[src/rtl/hazard_scoreboard_pkg.sv]
// Shared types and default sizing for the pipeline hazard scoreboard.
package hazard_scoreboard_pkg;
    typedef enum logic [1:0] {
        ST_RUN   = 2'd0,
        ST_DRAIN = 2'd1,
        ST_DONE  = 2'd2
    } hz_state_e;

    localparam int DEF_NSRC     = 2;
    localparam int DEF_AW       = 5;
    localparam int DEF_MAX_PEND = 3;
endpackage

[src/rtl/hazard_scoreboard_scoreboard_cnt.sv]
// Pending-writer counter for one architectural register.
module scoreboard_cnt
    import hazard_scoreboard_pkg::*;
#(
    parameter int MAX_PEND = DEF_MAX_PEND,
    parameter int CW       = $clog2(MAX_PEND + 1)
) (
    input  logic          clk,
    input  logic          rst,
    input  logic          inc_i,
    input  logic          dec_wb_i,
    input  logic          dec_kill_i,
    output logic [CW-1:0] cnt_o,
    output logic          full_o,
    output logic          nonzero_o
);
    logic [CW-1:0] cnt_q, cnt_d;
    logic [CW:0]   up;
    logic [1:0]    down;

    // Retire and kill may both hit the same entry while a new writer issues.
    always_comb begin
        up    = {1'b0, cnt_q} + (CW+1)'(inc_i);
        down  = {1'b0, dec_wb_i} + {1'b0, dec_kill_i};
        cnt_d = cnt_q;
        if (up >= (CW+1)'(down)) cnt_d = CW'(up - (CW+1)'(down));
    end

    always_ff @(posedge clk or posedge rst) begin
        if (rst) cnt_q <= '0;
        else     cnt_q <= cnt_d;
    end

    a_no_underflow: assert property (@(posedge clk) disable iff (rst) up >= (CW+1)'(down));

    assign cnt_o     = cnt_q;
    assign full_o    = (cnt_q == CW'(MAX_PEND));
    assign nonzero_o = |cnt_q;
endmodule

[src/rtl/hazard_scoreboard.sv]
// In-order pipeline hazard unit: RAW/overflow stalls, WB bypass, memory stall, drain FSM.
module hazard_scoreboard
    import hazard_scoreboard_pkg::*;
#(
    parameter int NSRC      = DEF_NSRC,
    parameter int AW        = DEF_AW,
    parameter int MAX_PEND  = DEF_MAX_PEND,
    parameter int BYPASS_EN = 1
) (
    input  logic               clk,
    input  logic               rst,
    input  logic               id_valid_i,
    input  logic [NSRC*AW-1:0] id_rs_addr_i,
    input  logic [NSRC-1:0]    id_rs_used_i,
    input  logic [AW-1:0]      id_rd_addr_i,
    input  logic               id_rd_wen_i,
    input  logic               ls_mem_busy_i,
    input  logic               ls_done_i,
    input  logic               wb_valid_i,
    input  logic               wb_wen_i,
    input  logic [AW-1:0]      wb_rd_i,
    input  logic               redirect_valid_i,
    input  logic               kill_valid_i,
    input  logic               kill_wen_i,
    input  logic [AW-1:0]      kill_rd_i,
    input  logic               drain_req_i,
    output logic               id_issue_o,
    output logic               if_enable_o,
    output logic               id_enable_o,
    output logic               ex_enable_o,
    output logic               ls_enable_o,
    output logic               if_flush_o,
    output logic               id_flush_o,
    output logic [NSRC-1:0]    src_bypass_o,
    output logic               id_src_block_o,
    output logic               drain_done_o,
    output logic [31:0]        stall_cycles_o
);
    localparam int CW   = $clog2(MAX_PEND + 1);
    localparam int NREG = 1 << AW;

    logic [NREG-1:0][CW-1:0] cnt;
    logic [NREG-1:0]         nz, full;
    logic                    inc, dec_wb, dec_kill, run;
    hz_state_e               state_q, state_d;
    logic [31:0]             stall_q, stall_d;

    assign inc      = id_issue_o && id_rd_wen_i && (id_rd_addr_i != '0);
    assign dec_wb   = wb_valid_i && wb_wen_i && (wb_rd_i != '0);
    assign dec_kill = kill_valid_i && kill_wen_i && (kill_rd_i != '0);

    // x0 is hardwired zero and never tracked.
    assign cnt[0]  = '0;
    assign nz[0]   = 1'b0;
    assign full[0] = 1'b0;

    for (genvar r = 1; r < NREG; r++) begin : g_reg
        scoreboard_cnt #(.MAX_PEND(MAX_PEND), .CW(CW)) u_cnt (
            .clk       (clk),
            .rst       (rst),
            .inc_i     (inc && (id_rd_addr_i == AW'(r))),
            .dec_wb_i  (dec_wb && (wb_rd_i == AW'(r))),
            .dec_kill_i(dec_kill && (kill_rd_i == AW'(r))),
            .cnt_o     (cnt[r]),
            .full_o    (full[r]),
            .nonzero_o (nz[r])
        );
    end

    always_comb begin
        id_src_block_o = 1'b0;
        src_bypass_o   = '0;
        for (int i = 0; i < NSRC; i++) begin
            logic [AW-1:0] rs;
            logic          wb_hit;
            logic [CW-1:0] eff;
            rs     = id_rs_addr_i[i*AW +: AW];
            wb_hit = dec_wb && (wb_rd_i == rs);
            eff    = cnt[rs] - CW'(wb_hit);
            if (id_rs_used_i[i] && (rs != '0)) begin
                if (BYPASS_EN != 0) begin
                    if (eff != '0)  id_src_block_o  = 1'b1;
                    else if (wb_hit) src_bypass_o[i] = 1'b1;
                end else if (cnt[rs] != '0) begin
                    id_src_block_o = 1'b1;
                end
            end
        end
        // A fourth in-flight writer would overflow the counter.
        if (id_rd_wen_i && (id_rd_addr_i != '0) && full[id_rd_addr_i]) id_src_block_o = 1'b1;
    end

    assign run         = (state_q == ST_RUN);
    assign ex_enable_o = ~(ls_mem_busy_i & ~ls_done_i);
    assign ls_enable_o = 1'b1;
    assign id_issue_o  = id_valid_i & ~id_src_block_o & ex_enable_o & ~redirect_valid_i & run;
    assign id_enable_o = id_issue_o | (~id_valid_i & run);
    assign if_enable_o = id_enable_o | ~id_valid_i;
    assign if_flush_o  = redirect_valid_i;
    assign id_flush_o  = redirect_valid_i;
    assign drain_done_o = (state_q == ST_DONE);

    always_comb begin
        state_d = state_q;
        case (state_q)
            ST_RUN:   if (drain_req_i) state_d = ST_DRAIN;
            ST_DRAIN: if (~|nz && !ls_mem_busy_i) state_d = ST_DONE;
            ST_DONE:  state_d = ST_RUN;
            default:  state_d = ST_RUN;
        endcase
    end

    always_comb begin
        stall_d = stall_q;
        if (id_valid_i && !id_issue_o && (stall_q != 32'hFFFF_FFFF)) stall_d = stall_q + 32'd1;
    end

    always_ff @(posedge clk or posedge rst) begin
        if (rst) begin
            state_q <= ST_RUN;
            stall_q <= '0;
        end else begin
            state_q <= state_d;
            stall_q <= stall_d;
        end
    end

    assign stall_cycles_o = stall_q;
endmodule

[config.mk]
export PLATFORM = sky130hd
export DESIGN_NAME = hazard_scoreboard
export DESIGN_NICKNAME = d
export VERILOG_FILES = /design/src/rtl/hazard_scoreboard_pkg.sv /design/src/rtl/hazard_scoreboard_scoreboard_cnt.sv /design/src/rtl/hazard_scoreboard.sv
export SDC_FILE = /design/constraint.sdc
export NUM_CORES = 1
export LEC_CHECK = 0
export ABC_AREA = 1
export CORE_MARGIN = 2
export CORE_UTILIZATION = 25
export CTS_BUF_LIST = sky130_fd_sc_hd__clkbuf_16
export DETAILED_ROUTE_END_ITERATION = 6
export SYNTH_ARGS = -nofsm -noshare
export SYNTH_HDL_FRONTEND = slang
export SYNTH_HIERARCHICAL = 1
export SYNTH_SLANG_ARGS = --single-unit
[constraint.sdc]
create_clock -name clk -period 3.7 [get_ports clk]
set_input_delay 1.11 -clock clk [delete_from_list [all_inputs] [get_ports clk]]
set_output_delay 1.11 -clock clk [all_outputs]
set_load 0.03 [all_outputs]
==> Word-level counts from Yosys, hierarchy flattened <==
Cells that the tools add are included.
{ "op_classes": {"addsub": 96, "order_cmp": 34, "eq_ne": 131, "n_mux": 20, "bitwise_logic": 13, "reduce_logical": 121} }
{ "ops": {"columns": ["cell", "count"], "rows": [
  ["5-bit equality test (second input constant)", 48],
  ["5-bit by 4-bit equality test with 1-bit output (second input constant)", 24],
  ["1-bit logical AND", 108],
  ["2-bit by 1-bit adder with 3-bit output", 31],
  ["3-bit by 2-bit >= comparator with 1-bit output", 31],
  ["2-bit equality test (second input constant)", 32],
  ["1-bit by 1-bit adder with 2-bit output", 31],
  ["62-bit OR reduction", 1],
  ["2-bit subtractor", 31],
  ["5-bit by 3-bit equality test with 1-bit output (second input constant)", 12],
  ["32-bit by 1-bit adder with 32-bit output (second input constant)", 1],
  ["32-bit != test (second input constant)", 1],
  ["5-bit by 2-bit equality test with 1-bit output (second input constant)", 6],
  ["5-bit nonzero test", 5],
  ["2-bit binary-select mux with 5-bit select", 2],
  ["5-bit by 6-bit < comparator with 1-bit output (second input constant)", 3],
  ["5-bit by 1-bit equality test with 1-bit output (second input constant)", 3],
  ["1-bit 2-to-1 mux", 12],
  ["5-bit equality test", 2],
  ["2-bit 2-to-1 mux", 4],
  ["1-bit AND", 6],
  ["1-bit binary-select mux with 5-bit select", 1],
  ["1-bit NOT", 5],
  ["2-bit != test (second input constant)", 2],
  ["8 further kinds", 13]
]} }
{ "word_totals": {"register_bits": 96, "in_bits": 39, "elab_cells": 448} }

==> Longest topological paths before layout <==
Gate-level depths: netlist of the first run.
{ "logic_depth": {"depth_word": 20, "ltp_mapped": 27} }

==> Hierarchy <==
Netlist of the first run, hierarchy kept.
{ "by_module_without_submodules": {"columns": ["mod", "n_inst", "cells_per_inst", "area_each_um2", "seq_area_each_um2"], "rows": [
  ["scoreboard_cnt", 31, 26, 209.0, 50.0],
  ["hazard_scoreboard", 1, 929, 4933.5, 850.8]
]} }

==> Least setup slack after synthesis of the first run <==
No wires, ideal clock.
{ "synth_path": {"kind": "input-to-output", "start": "input id_rs_addr_i[0]", "end": "output id_enable_o", "arrival_ns": 2.994, "required_time_ns": 2.590, "setup_slack_ns": -0.404, "stages": 14, "path_cell_list": "buf_4 -> buf_2 -> nor2_1 -> nor2_1 -> a21oi_1 -> o21ai_0 -> nand3_1 -> nand3_1 -> nand2_1 -> nand3_1 -> nand2_1 -> nand4_4 -> buf_1 -> a21oi_1"} }
{ "synth_between": {"elab_chain_len": 15, "word_cells_on_any_way": 19, "cone_classes": "add/sub (1); eq/ne (1); mux (7); bitwise (6); reduce/logical (4)"} }
{ "synth_rtl": {"columns": ["item", "line", "source"], "rows": [
  ["start: declaration", "hazard_scoreboard.sv:13", "input logic [NSRC*AW-1:0] id_rs_addr_i,"],
  ["2-bit binary-select mux with 5-bit select or 5-bit equality test (tied branches)", null, null],
  ["2-bit 2-to-1 mux or 1-bit logical AND (tied branches)", null, null],
  ["2-bit by 1-bit subtractor with 2-bit output", "hazard_scoreboard.sv:79", "eff = cnt[rs] - CW'(wb_hit);"],
  ["2-bit nonzero test", "hazard_scoreboard.sv:82", "if (eff != '0) id_src_block_o = 1'b1;"],
  ["1-bit 2-to-1 mux", "hazard_scoreboard.sv:82", null],
  ["1-bit 2-to-1 mux (*)", "hazard_scoreboard.sv:80", "if (id_rs_used_i[i] && (rs != '0)) begin"],
  ["1-bit 2-to-1 mux", "hazard_scoreboard.sv:82", null],
  ["1-bit 2-to-1 mux (*)", "hazard_scoreboard.sv:80", null],
  ["1-bit 2-to-1 mux (*)", "hazard_scoreboard.sv:90", "if (id_rd_wen_i && (id_rd_addr_i != '0) && full[id_rd_addr_i]) id_src_block_o = 1'b1;"],
  ["1-bit NOT (*)", "hazard_scoreboard.sv:96", "assign id_issue_o = id_valid_i & ~id_src_block_o & ex_enable_o & ~redirect_valid_i & run;"],
  ["1-bit AND (*) (4 in series)", "hazard_scoreboard.sv:96", null],
  ["1-bit OR (*)", "hazard_scoreboard.sv:97", "assign id_enable_o = id_issue_o | (~id_valid_i & run);"],
  ["end: declaration", "hazard_scoreboard.sv:29", "output logic id_enable_o,"]
]} }
Mark *: on every way between the ends. The rest lies on a longest branch, timed or not. The select of a mux whose other input is x is not followed.

==> Final worst setup path of the first run <==
{ "layout_path": {"start": "input id_rs_addr_i[0]", "end": "register g_reg[31].u_cnt.cnt_q[1]"} }
{ "layout_between": {"elab_chain_len": 19, "word_cells_on_any_way": 24, "cone_classes": "add/sub (3); order compare (1); eq/ne (1); mux (7); bitwise (5); reduce/logical (7)"} }
{ "layout_rtl": {"columns": ["item", "line", "source"], "rows": [
  ["2-bit binary-select mux with 5-bit select or 5-bit equality test (tied branches)", null, null],
  ["2-bit 2-to-1 mux or 1-bit logical AND (tied branches)", null, null],
  ["2-bit by 1-bit subtractor with 2-bit output", "hazard_scoreboard.sv:79", null],
  ["2-bit nonzero test", "hazard_scoreboard.sv:82", null],
  ["1-bit 2-to-1 mux", "hazard_scoreboard.sv:82", null],
  ["1-bit 2-to-1 mux (*)", "hazard_scoreboard.sv:80", null],
  ["1-bit 2-to-1 mux", "hazard_scoreboard.sv:82", null],
  ["1-bit 2-to-1 mux (*)", "hazard_scoreboard.sv:80", null],
  ["1-bit 2-to-1 mux (*)", "hazard_scoreboard.sv:90", null],
  ["1-bit NOT (*)", "hazard_scoreboard.sv:96", null],
  ["1-bit AND (*) (4 in series)", "hazard_scoreboard.sv:96", null],
  ["1-bit logical AND (*) (2 in series)", "hazard_scoreboard.sv:48", "assign inc = id_issue_o && id_rd_wen_i && (id_rd_addr_i != '0);"],
  ["1-bit logical AND (*)", "hazard_scoreboard.sv:61", ".inc_i (inc && (id_rd_addr_i == AW'(r))),"],
  ["2-bit by 1-bit adder with 3-bit output (*)", "hazard_scoreboard_scoreboard_cnt.sv:23", "up = {1'b0, cnt_q} + (CW+1)'(inc_i);"],
  ["3-bit by 2-bit >= comparator with 1-bit output or 2-bit subtractor (tied branches)", "hazard_scoreboard_scoreboard_cnt.sv:26", "if (up >= (CW+1)'(down)) cnt_d = CW'(up - (CW+1)'(down));"],
  ["end signal: assignment", "hazard_scoreboard_scoreboard_cnt.sv:31", "else cnt_q <= cnt_d;"],
  ["end: declaration", "hazard_scoreboard_scoreboard_cnt.sv:17", "logic [CW-1:0] cnt_q, cnt_d;"]
]} }
Marks and branches as above.
A chain may end at the register's enable or synchronous reset.

==> impl_metrics.csv, run 1 <==
group,metric,value,unit
pwr,power,6.56,mW
clock_tree,htreeDepth,3,
clock_tree,clock-sinks,96,
worst_setup_path,crit_buf_inv,9,
worst_setup_path,path_delay_family,"simple AND/OR/NAND/NOR gates",
global_routing,grt_pass1_wl,66.0,mm
synth,syn_inst,1735,
clock_tree,clk_pin_slew,0.08,ns
worst_setup_path,critPathSlowestCell,"fa_1",
outcome,violations,"negative setup slack",
clock_tree,clk_path_buf_depth,2,
timing,final_hold_viol_count,0,
synth,synth_area_leaders,"dfrtp_1, nand2_1, ha_1, inv_1, nand3_1",
drt,drtAntennaViolNets,0,
floorplanning,rows,78,
worst_setup_path,max_stage_delay,0.54,ns
floorplanning,die_h,218,um
timing,finalMaxSlewViolations,0,
pwr,pwr_density_cell,412,mW/mm^2
placed_design,numPortBuffers,80,
synth,synth_most_common_cell,"nand2_1",
drt,routed-wl-met2,19.3,mm
run,max_cap_violations,0,
floorplanning,start_util,25.3,%
synth,synth_cell_types,35,
synth,ys_warn_count,6,
layout,nFillCells,4739,
layout,layout.nets,2223,
layout,final_util,35.2,%
global_routing,grt_max_degree,36,
worst_setup_path,endpoint_kind,"flop",
synth,avgSynthCellArea,6.58,um^2
outcome,status,"finished with violations",
floorplanning,die_area,0.0474,mm^2
synth,yosysSeqAreaShare,21.1,%
layout,drive_above_1_share,28.3,%
global_routing,grt_usage,17.9,%
placed_design,routabilityCongestion,0.959,
synth,synth_edf_count,0,
timing,max_freq,246,MHz
timing,setup_ws,-0.367,ns
drt,wl_met3,2.85,mm
layout,antenna_cells_inserted,0,
worst_setup_path,crit_type,"input pin to flop",
global_routing,grt_pass1_vias,12005,
global_routing,antenna_found_initial,0,
synth,syn-num-nets,1930,
floorplanning,core_area,0.0452,mm^2
synth,ys_ff_latch,96,
drt,wl_met1,18.6,mm
synth,syn_area,0.0114,mm^2
synth,synth_commonest_cells,"nand2_1, inv_1, nand3_1",
timing,fin_crit_sh,110,%
synth,yosysTopAreaCell,"dfrtp_1",
global_routing,overflow,0,
clock_tree,cts_tree,"built",
placed_design,placed_cells,2558,
timing,worst_pin_slew,0.747,ns
synth,async_flop_share,100,%
worst_setup_path,cp_data_required_time,3.97,ns
pwr,max-vdd-ir-drop,0.283,mV
drt,via_per_inst,4.66,
layout,finalInstanceArea,0.0159,mm^2
clock_tree,cts_buffers,9,
pwr,p_leak,8.47,nW
min_path,holdCritPathClass,"flop to flop",
timing,relSlewSlack,49.8,%
timing,fin_crit,4.07,ns
drt,vias,12264,
placed_design,hpwlAfterDp,32.1,mm
clock_tree,holdBufCountCts,0,
timing,rsz0062_at_grt,"yes",
drt,wirelength,42.4,mm
synth,synth_top_area_share,21.1,%
floorplanning,io_pins,82,
worst_setup_path,critPathLaunchType,"input pin",
worst_setup_path,critPathMaxFanout,5,
placed_design,place_area,0.0143,mm^2
drt,dr.pass1.iters,7,
clock_tree,cts_root_buffer,"clkbuf_16",
worst_setup_path,arrival,4.34,ns
layout,stdcell_count,2633,
synth,dominantRegCellSynth,"dfrtp_1",
layout,area_delta_synth_final,39.5,%
drt,routedWlPerCell,16.1,um
drt,highest_layer,"met4",
drt,drcViolationCount,0,
worst_setup_path,cpMostUsedCell,"nand2_2",
clock_tree,clock_latency,0.39,ns
floorplanning,die_w,218,um
timing,setup_violations,68,
timing,fin_skew,0.0171,ns
drt,drt_iter0_drc,861,
worst min-delay path, delay by kind of cell (launching register included):
kind          cells  cell delay [ns]
flops             1             0.35
simple gates      2             0.09
buf+inv           1             0.07
what timing repair did:
| item | 4_1_cts | 5_1_grt |
|---|---|---|
| pin swaps | 58 | 58 |
| cloned | 6 | 0 |
| setup endpoints to repair | 100 | 68 |
| resized for setup | 187 | 114 |
| buffers inserted | 36 | 17 |
final cells by class:
cell class / count / area, um^2 / share of cell area, %
timing repair buffer: 329 / 3010 / 18.9
clock buffer: 9 / 225 / 1.41
tap: 600 / 751 / 4.72
clock inverter: 7 / 58.8 / 0.369
multi-input combinational: 1298 / 8340 / 52.4
sequential: 96 / 2400 / 15.1
inverter: 294 / 1130 / 7.10
registers in the layout, summed over array words and instances (netlist names):
register,cells
g.u_cnt/cnt_o,62
stall_cycles_o,32
state_q,2
routing by layer:
metal,GRT usage [%],up-vias
li1,-,5981
met1,23.8,5794
met2,29.1,398
met3,2.97,91
met4,6.74,0
met5,0,-
metrics by stage:
stage	setup slack, ns	hold slack (ns)	setup TNS, ns
after detailed placement	-1.17	0.532	-84.35
after global placement	-1.09	0.519	-80.49
final	-0.367	0.536	-21.75
after floorplan	-0.0705	0.497	-2.23
after CTS	-0.382	0.545	-18.63
after global routing	-0.527	0.572	-31.71
final timing paths:
check                                          from                       end  slack [ns]  cells after the start
max reg2reg                g_reg[24].u_cnt/cnt_o[0]  g_reg[31].u_cnt/cnt_o[1]        0.16                     25
min reg2reg                              state_q[1]                state_q[1]        0.54                      3
max in group asynchronous                       rst         stall_cycles_o[0]        2.08                      3
max                                 id_rs_addr_i[0]  g_reg[31].u_cnt/cnt_o[1]       -0.37                     28
min in group asynchronous                       rst        stall_cycles_o[18]        1.30                      3
min                                      state_q[1]                state_q[1]        0.54                      3
cell usage in the layout, fill, tap and decap left out, types with 15 or more instances in the layout:
cell,netlist,final
inv_1,282,253
clkdlybuf4s50_1,0,53
nand2_2,63,84
buf_6,2,25
nor3_1,18,18
buf_4,6,209
or2_2,31,31
nand2_1,488,463
inv_2,10,36
dfrtp_1,96,96
nor2_1,153,121
nor2_4,2,31
nand3_2,0,15
ha_2,0,18
fa_1,31,28
nand3_1,165,149
ha_1,125,96
a21oi_1,24,15
nand4_1,47,47
xor2_1,56,56
nor2_2,33,36
cells by family after synthesis:
kind of cell	after synthesis	share of synthesized area (%)
other	1	0.0329
adder cells (fa/ha/maj)	156	19.1
AND/OR/NAND/NOR	1017	40.0
buffers and inverters	341	11.8
AO/OA/AOI/OAI	59	3.00
flip-flops	96	21.1
XOR/XNOR	65	4.99
power breakdown:
group / switching (mW) / leakage [nW] / internal (mW) / total, mW
Sequential: 0.669 / 1.27 / 1.36 / 2.03
Combinational: 1.99 / 7.06 / 1.56 / 3.56
Clock: 0.497 / 0.145 / 0.470 / 0.967
Total: 3.16 / 8.47 / 3.40 / 6.56
(Power assumes the default switching activity.)
==> run 2, diff against run 1 <==
CTS_CLUSTER_SIZE = 16   (was default)
GPL_ROUTABILITY_DRIVEN = 0   (was default)
HOLD_SLACK_MARGIN = 0.02   (was default)
==> impl_metrics.csv, run 2 (synthesis results as in run 1) <==
group,metric,value,unit
timing,setup_violations,68,
drt,routedWlPerCell,15.7,um
floorplanning,die_h,218,um
run,max_cap_violations,0,
drt,drtAntennaViolNets,0,
clock_tree,cts_buffers,9,
layout,final_util,35.2,%
layout,layout_common_cells,"nand2_1, inv_1, buf_4",
clock_tree,cts_root_buffer,"clkbuf_16",
drt,dr.pass1.iters,6,
worst_setup_path,critPathLaunchType,"input pin",
placed_design,hpwlAfterDp,31.0,mm
worst_setup_path,worstReg2RegEnd,"g_reg[8].u_cnt/cnt_o[1]",
drt,wl_met1,17.4,mm
clock_tree,clk_pin_slew,0.09,ns
layout,final_common_cell,"nand2_1",
timing,fin_skew,0.0140,ns
global_routing,grt_max_degree,36,
floorplanning,io_pins,82,
global_routing,grt_pass1_vias,12095,
outcome,violations,"negative setup slack",
drt,drcViolationCount,0,
timing,setup_ws,-0.280,ns
layout,stdcell_count,2610,
drt,via_per_inst,4.72,
clock_tree,clock-sinks,96,
outcome,status,"finished with violations",
timing,setup-tns-final,-10.97,ns
worst_setup_path,ff2ff_path_depth,23,
floorplanning,start_util,25.3,%
global_routing,overflow,0,
worst_setup_path,reg2reg_slack,0.14,ns
timing,fin_crit,3.98,ns
clock_tree,cts_tree,"built",
clock_tree,htreeDepth,3,
drt,vias,12307,
worst_setup_path,critPathMaxFanout,28,
pwr,max-vdd-ir-drop,0.272,mV
pwr,pwr_density_cell,419,mW/mm^2
drt,routed-wl-met2,18.7,mm
timing,fin_crit_sh,108,%
pwr,power,6.66,mW
min_path,holdCritPathClass,"flop to flop",
floorplanning,core_area,0.0452,mm^2
drt,highest_layer,"met5",
floorplanning,die_w,218,um
clock_tree,clock_latency,0.40,ns
placed_design,placed_cells,2551,
timing,relSlewSlack,62.1,%
global_routing,antenna_found_initial,1,
clock_tree,clk_path_buf_depth,2,
drt,wl_met3,3.05,mm
worst_setup_path,crit_start,"id_rs_addr_i[0]",
worst_setup_path,cp-endpoint,"g_reg[8].u_cnt/cnt_o[1]",
worst_setup_path,arrival,4.27,ns
pwr,p_leak,8.44,nW
worst_setup_path,crit_type,"input pin to flop",
worst_setup_path,cp_data_required_time,3.99,ns
timing,max_freq,251,MHz
layout,antenna_cells_inserted,0,
timing,finalMaxSlewViolations,0,
timing,rsz0062_at_grt,"yes",
floorplanning,die_area,0.0474,mm^2
layout,largest_reg_flops,62,
worst_setup_path,endpoint_kind,"flop",
layout,area_delta_synth_final,39.3,%
floorplanning,rows,78,
placed_design,numPortBuffers,80,
drt,wirelength,40.9,mm
drt,drt_iter0_drc,1248,
layout,layout.nets,2200,
layout,drive_above_1_share,28.9,%
global_routing,grt_pass1_wl,64.2,mm
timing,worst_pin_slew,0.563,ns
worst_setup_path,r2r-start,"g_reg[24].u_cnt/cnt_o[0]",
global_routing,grt_usage,17.3,%
layout,nFillCells,4661,
timing,final_hold_viol_count,0,
run 2: report_power, final:
group / internal [mW] / switching [mW]
clock network: 0.491 / 0.547
logic: 1.58 / 1.98
registers: 1.36 / 0.688
run 2: cell type report:
type                    instances  area, um^2  area share (%)
inverters                     294        1140            7.16
repair buffers                305        2890            18.2
flip-flops and latches         96        2400            15.1
multi-input cells            1299        8390            52.8
well taps                     600         751            4.72
clock buffers                   9         225            1.42
clock inverters                 7        96.3           0.606
run 2: repair_timing:
action / CTS / global route
pin swaps: 69 / 66
hold buffers: 0 / 0
endpoints found under the setup margin: 73 / 68
gates resized for setup: 200 / 143
setup buffers: 22 / 18
cloned: 6 / 2
run 2: per-layer routing:
metal | global-route usage, % | vias to the layer above
met5 | 0 | -
met4 | 8.15 | 2
met3 | 3.28 | 99
met2 | 27.3 | 488
met1 | 22.6 | 5772
li1 | - | 5946
run 2: critical path, cell delays in order:
cell	delay, ns
buf_12	0.12
buf_12	0.16
o21ai_0	0.28
nand3_1	0.14
nand3_1	0.14
nand3_2	0.09
nand2_2	0.09
nand3_2	0.09
nand2_4	0.11
nand4_4	0.10
buf_6	0.14
nor2_4	0.13
nand2_4	0.12
clkbuf_16	0.20
nor2_4	0.13
ha_4	0.15
inv_2	0.04
fa_1	0.51
buf_4	0.16
xor2_1	0.15
nand2_1	0.06
nand2_1	0.04
run 2: per-stage QoR:
stage | area [um^2] | setup slack, ns | hold WS [ns]
6_report | 15900 | -0.280 | 0.533
5_1_grt | 15900 | -0.364 | 0.581
4_1_cts | 15300 | -0.263 | 0.544
3_5_place_dp | 14300 | -0.977 | 0.531
3_3_place_gp | 14300 | -0.938 | 0.513
2_1_floorplan | 11500 | -0.0705 | 0.497
run 2: how the worst min path moves through the flow:
stage / slack, ns / end / cells after the start / from
floorplan: 0.50 / state_q[1] / 3 / state_q[1]
global placement: 0.51 / state_q[1] / 3 / state_q[1]
detailed placement: 0.53 / state_q[0] / 3 / state_q[1]
CTS: 0.54 / state_q[0] / 3 / state_q[1]
global route: 0.58 / state_q[1] / 2 / state_q[0]
finish: 0.53 / state_q[0] / 3 / state_q[1]
